[src/rtl/rf_wb_arbiter.sv]
// Writeback arbiter, registered RF write port and per-register busy scoreboard.
// Optional macro RF_ARB_FIXED_PRIO_EN: req0 always wins ties (no round-robin state).
module rf_wb_arbiter #(
    parameter int ADDR_WIDTH = 5,
    parameter int DATA_WIDTH = 32
) (
    input  logic                  clk,
    input  logic                  rst,
    input  logic                  req0_valid,
    input  logic [ADDR_WIDTH-1:0] req0_addr,
    input  logic [DATA_WIDTH-1:0] req0_data,
    output logic                  req0_ready,
    input  logic                  req1_valid,
    input  logic [ADDR_WIDTH-1:0] req1_addr,
    input  logic [DATA_WIDTH-1:0] req1_data,
    output logic                  req1_ready,
    input  logic                  issue_valid,
    input  logic [ADDR_WIDTH-1:0] issue_rs1,
    input  logic [ADDR_WIDTH-1:0] issue_rs2,
    input  logic [ADDR_WIDTH-1:0] issue_rd,
    output logic                  issue_stall,
    output logic                  rf_wen,
    output logic [ADDR_WIDTH-1:0] rf_waddr,
    output logic [DATA_WIDTH-1:0] rf_wdata
);

    localparam int NREG = 1 << ADDR_WIDTH;

    logic                  gnt0;
    logic                  gnt1;
    logic                  wen_q,   wen_d;
    logic [ADDR_WIDTH-1:0] waddr_q, waddr_d;
    logic [DATA_WIDTH-1:0] wdata_q, wdata_d;
    logic [NREG-1:0]       busy_q,  busy_d;
    logic                  issue_fire;

`ifdef RF_ARB_FIXED_PRIO_EN
    assign gnt0 = !rst && req0_valid;
    assign gnt1 = !rst && req1_valid && !req0_valid;
`else
    // last_grant_q = 1 means req1 was granted most recently, so req0 wins the next tie.
    logic last_grant_q, last_grant_d;

    assign gnt0 = !rst && req0_valid && (!req1_valid || last_grant_q);
    assign gnt1 = !rst && req1_valid && (!req0_valid || !last_grant_q);

    always_comb begin
        last_grant_d = last_grant_q;
        if (gnt0)
            last_grant_d = 1'b0;
        else if (gnt1)
            last_grant_d = 1'b1;
    end

    always_ff @(posedge clk) begin
        if (rst)
            last_grant_q <= 1'b1;
        else
            last_grant_q <= last_grant_d;
    end
`endif

    assign req0_ready = gnt0;
    assign req1_ready = gnt1;

    // Writes to x0 are accepted but never raise the write enable.
    always_comb begin
        wen_d   = 1'b0;
        waddr_d = waddr_q;
        wdata_d = wdata_q;
        if (gnt0) begin
            wen_d   = (req0_addr != '0);
            waddr_d = req0_addr;
            wdata_d = req0_data;
        end else if (gnt1) begin
            wen_d   = (req1_addr != '0);
            waddr_d = req1_addr;
            wdata_d = req1_data;
        end
    end

    always_ff @(posedge clk) begin
        if (rst) begin
            wen_q   <= 1'b0;
            waddr_q <= '0;
            wdata_q <= '0;
        end else begin
            wen_q   <= wen_d;
            waddr_q <= waddr_d;
            wdata_q <= wdata_d;
        end
    end

    // Gating with rst drops a pending write the moment reset is raised.
    assign rf_wen   = wen_q && !rst;
    assign rf_waddr = waddr_q;
    assign rf_wdata = wdata_q;

    assign issue_stall = !rst && issue_valid &&
                         (busy_q[issue_rs1] || busy_q[issue_rs2] || busy_q[issue_rd]);
    assign issue_fire  = issue_valid && !issue_stall;

    // Clear first so a same-index set on the same edge takes precedence.
    always_comb begin
        busy_d = busy_q;
        if (rf_wen)
            busy_d[rf_waddr] = 1'b0;
        if (issue_fire && (issue_rd != '0))
            busy_d[issue_rd] = 1'b1;
        busy_d[0] = 1'b0;
    end

    always_ff @(posedge clk) begin
        if (rst)
            busy_q <= '0;
        else
            busy_q <= busy_d;
    end

endmodule
[config.mk]
export PLATFORM = sky130hd
export DESIGN_NAME = rf_wb_arbiter
export DESIGN_NICKNAME = d
export VERILOG_FILES = /design/src/rtl/rf_wb_arbiter.sv
export SDC_FILE = /design/constraint.sdc
export NUM_CORES = 1
export LEC_CHECK = 0
export CAP_MARGIN = 25
export CORE_MARGIN = 5
export CORE_UTILIZATION = 43
export CTS_BUF_LIST = sky130_fd_sc_hd__clkbuf_2
export DETAILED_ROUTE_END_ITERATION = 10
export HOLD_SLACK_MARGIN = 0.06
export PLACE_DENSITY = 0.79
export SYNTH_ARGS = -nofsm -noshare
export SYNTH_HDL_FRONTEND = slang
export SYNTH_SLANG_ARGS = --single-unit
[constraint.sdc]
create_clock -name clk -period 3.5 [get_ports clk]
set_input_delay 1.05 -clock clk [delete_from_list [all_inputs] [get_ports clk]]
set_output_delay 1.05 -clock clk [all_outputs]
set_load 0.01 [all_outputs]
=== Word level (Yosys, flattened, before mapping) ===
Index checks and enable logic that the tools add are counted.

* Register bits after elaboration: 71
* Input port bits: 94
* Logic and storage cells: 59

* Multiplexer cells: 20
* Magnitude comparators: 6
* Reduce and logical (&&, ||, !) cells: 24
* Bitwise gates (word level): 3

{| class="wikitable"
|+ Operators by type and width
! operator !! number
|-
| $mux W32 || 4
|-
| $and A32 B32 Y32 || 1
|-
| $not A32 Y32 || 1
|-
| $or A32 B32 Y32 || 1
|-
| $lt A5 B6 Y1 const B || 4
|-
| $bmux W1 S5 || 3
|-
| $reduce_bool A5 Y1 || 3
|-
| $logic_and A1 B1 Y1 || 11
|-
| $demux W1 S5 || 2
|-
| $ge A5 B1 Y1 const B || 2
|-
| $mux W5 || 2
|-
| $mux W1 || 9
|-
| $logic_not A1 Y1 || 5
|-
| $logic_or A1 B1 Y1 || 4
|-
| $reduce_bool A2 Y1 || 1
|}

=== Depth between registers and ports, before layout ===
* Depth in word-level cells: 9
* Depth in mapped cells: 9

=== Least setup slack after synthesis ===
No wires, ideal clock.

* Kind: in2out
* Start point: input port issue_rs2[0]
* End point: output port issue_stall
* Data arrival time: 2.547 ns
* Buffers on the path: 1
* Stages on the path: 7
* Path slack: -0.097 ns
* Cells stage by stage: buf_2 -> mux4_2 -> nor2b_1 -> or4_1 -> and4_1 -> nand4_1 -> and3_1

* Longest elaborated chain between the ends: 5

{| class="wikitable"
|+ Ends and longest elaborated chain
! element !! RTL line !! text
|-
| from (decl) || 19 || <nowiki>input logic [ADDR_WIDTH-1:0] issue_rs2,</nowiki>
|-
| $bmux W1 S5 || 100 || <nowiki>(busy_q[issue_rs1] || busy_q[issue_rs2] || busy_q[issue_rd]);</nowiki>
|-
| $mux W1 (implied by the code) || 100 ||
|-
| $logic_or A1 B1 Y1 (2 in a row) || 100 ||
|-
| $logic_and A1 B1 Y1 || 99 || <nowiki>assign issue_stall = !rst && issue_valid &&</nowiki>
|-
| to (decl) || 21 || <nowiki>output logic issue_stall,</nowiki>
|}

Every way passes these cells. The select of a mux whose other input is x is not followed.

=== Worst setup path in the final report ===
* Start point: input port issue_rd[0]
* End point: output port issue_stall

* Longest elaborated chain between the ends: 4

{| class="wikitable"
|+ Ends and longest elaborated chain
! element !! RTL line !! text
|-
| from (decl) || 20 || <nowiki>input logic [ADDR_WIDTH-1:0] issue_rd,</nowiki>
|-
| $bmux W1 S5 || 100 ||
|-
| $mux W1 (implied by the code) || 100 ||
|-
| $logic_or A1 B1 Y1 || 100 ||
|-
| $logic_and A1 B1 Y1 || 99 ||
|}

Every way passes these cells. The select of a mux whose other input is x is not followed.

==> impl_metrics.tcl <==
set metrics [dict create \
    gp_congestion 0.964 \
    viasPerCell 5.90 \
    hold_viol 0 \
    min-delay-start "busy_q[13]" \
    ys_seq_elements 70 \
    p_per_area_mw_per_mm2 284 \
    die-area_mm2 0.0116 \
    core_mm2 0.00928 \
    async_flop_share_pct 0 \
    worstSetupPathType "in -> out" \
    setup.worst_path.start "issue_rd[0]" \
    final_util_pct 66.7 \
    max_stage_delay_ns 0.49 \
    syn_nets 545 \
    htreeDepth 3 \
    maxCapViolCount 0 \
    outcome "finished, violations left" \
    arrival_ns 2.64 \
    ys_warn_count 0 \
    fin_crit_sh_pct 106 \
    worst_slew_pin_slew_ns 0.610 \
    finalNonFillerCells 747 \
    dp_hpwl_mm 10.9 \
    critPathBufInv 2 \
    ys.flop_type "dfxtp_1" \
    path_max_fanout 2 \
    fin_skew_ns 0.0274 \
    period_needed_ns 3.69 \
    grt.total_usage_pct 24.4 \
    grt_pass1_vias 4457 \
    violations "negative setup slack" \
    mostFrequentLayoutCell "clkdlybuf4s50_1" \
    grt_pass1_wl_mm 22.5 \
    cts_buffer_depth 2 \
    std_cell_rows 35 \
    ant_nets 0 \
    rsz0062_at_grt "yes" \
    antenna_found_initial 1 \
    syn_area_mm2 0.00412 \
    ios 135 \
    layout.nets 708 \
    slew_viol_final 0 \
    grt_max_degree 67 \
    syn_avg_cell_area_um2 9.13 \
    fmax_ghz 0.271 \
    start_util_pct 44.4 \
    drive_above_1_share_pct 20.9 \
    worst_path_max_delay_cell "mux4_2" \
    clock_latency_ns 0.51 \
    root_buffer "clkbuf_2" \
    regToRegStartpoint "busy_q[7]" \
    numCtsBuffers 9 \
    slew_headroom_pct 59.2 \
    grt_overflow 0 \
    cts.clk_slew.worst_paths_ns 0.17 \
    critical_path.top_delay_family "simple AND/OR/NAND/NOR gates" \
    io_buffers 134 \
    cts_tree "yes" \
    drcViolationCount 0 \
    critPathCaptureType "output pin" \
    synth-seq-area-share_pct 34.0 \
    totalWireLength_mm 14.3 \
    cp_data_required_time_ns 2.45 \
    hold_class "reg -> reg" \
    power.leakage_nw 2.28 \
    ys_types 57 \
    setup_viol 1 \
    dp.cells 726 \
    cp_cell_sequence "buf_6, mux4_2, o2111a_1, nor4_4, nand4_1, and3_4, buf_6" \
    setup_slack_ns -0.193 \
    area_growth_pct 50.4 \
    path_common_cell "buf_6" \
    cts.sink_count 70 \
    die_x_um 108 \
    die_h_um 108 \
    ir_worst_vdd_v 0.000163 \
    first_iter_violations 414 \
    syn-instance-count 451 \
    layout_common_cells "clkdlybuf4s50_1 (119), dfxtp_1 (70), mux2i_1 (48)" \
    drtPass1Iterations 5 \
    wl_per_cell_um 19.1 \
    startpoint_type "primary input" \
    synth_edf_count 0 \
    vias 4404 \
]
[flip-flops by register name, summed over array words and instances, names as in the netlist]
register      cells
rf_wdata         32
rf_waddr          5
busy_q           31
wen_q             1
last_grant_q      1
[stage by stage]
stage          total power (W)  TNS [ns]  setup slack (ns)  hold WS, ns  area (µm²)
5_1_grt                0.00185    -0.250            -0.250        0.576        6200
6_report               0.00176    -0.193            -0.193        0.548        6200
2_1_floorplan          0.00112   -0.0248           -0.0248        0.461        4180
3_5_place_dp           0.00140     -1.67             -1.11        0.520        5890
3_3_place_gp           0.00139     -1.48             -1.10        0.504        5890
4_1_cts                0.00175    -0.304            -0.304        0.541        6080
[worst reg2reg max path, delay by kind of cell (launching register included)]
kind            cells  cell delay [ns]
compound gates      2             0.61
simple gates        2             0.56
mux                 1             0.49
flops               1             0.39
buf+inv             2             0.25
[power breakdown]
group	total [W]	internal, W	switching, W
Combinational	0.000536	0.000296	0.000240
Clock	0.000347	0.0000811	0.000266
Sequential	0.000875	0.000840	0.0000345
[timing repair]
action / 4_1_cts / 5_1_grt
resized for setup: 59 / 36
hold buffers: 0 / 0
gates cloned: 1 / 0
endpoints found under the setup margin: 4 / 1
hold endpoints to repair: 0 / 0
pin swaps: 10 / 15
buffers inserted: 4 / 3
[kinds of logic (layout without fill, tap and decap cells)]
family                 count (synthesis)  count (layout)  synth area share [%]
AOI/OAI and AO/OA                    111             111                  20.7
buffers and inverters                 45             211                  5.07
DFF                                   70              70                  34.0
muxes                                 66              66                  19.9
other                                  0               1                     0
and+or+nand+nor                      159             159                  20.4
[cell type report]
cell class	count	area (µm²)
tap	129	161
clock buffer	10	50.0
antenna	1	2.50
inverter	8	30.0
clock inverter	4	16.3
multi-input combinational	336	2730
fill	758	3090
timing repair buffer	189	1800
sequential	70	1400
[layer usage]
layer	wire length [µm]	part of all wire, %	up-vias	GRT usage, %
met1	5460	38	2075	27.7
li1	-	-	2046	-
met2	6840	48	255	41.7
met3	1620	11	28	9.12
met4	359	2.5	0	9.02
met5	0	0	-	0
[Yosys cell counts, types with 3 or more instances]
library cell   n  area [µm²]
dfxtp_1       70        1400
mux2i_1       48         480
nor2_1        44         165
a211oi_1      33         248
nand2_1       30         113
nand3_1       27         135
clkbuf_1      20        75.1
o211ai_1      16         120
o31ai_1       14         105
mux4_2        12         270
nand3b_1      10        75.1
nor2b_1        9        56.3
a21oi_1        8        40.0
o21ai_1        8        40.0
buf_1          7        26.3
inv_1          7        26.3
a22oi_1        6        45.0
mux2_1         6        67.6
nor3_1         6        30.0
nor3b_1        6        45.0
o41ai_1        6        52.6
nand4_1        5        31.3
buf_2          4        20.0
buf_6          4        45.0
nand2b_1       3        18.8
o21ai_0        3        15.0
or4_1          3        22.5
[worst paths after layout]
path | endpoint | slack, ns | cells past startpoint
max | issue_stall | -0.19 | 7
min | busy_q[13] | 0.55 | 2
max reg2reg | busy_q[2] | 1.12 | 7
min reg2reg | busy_q[13] | 0.55 | 2
Note: power is estimated with default switching activity, not from simulation.
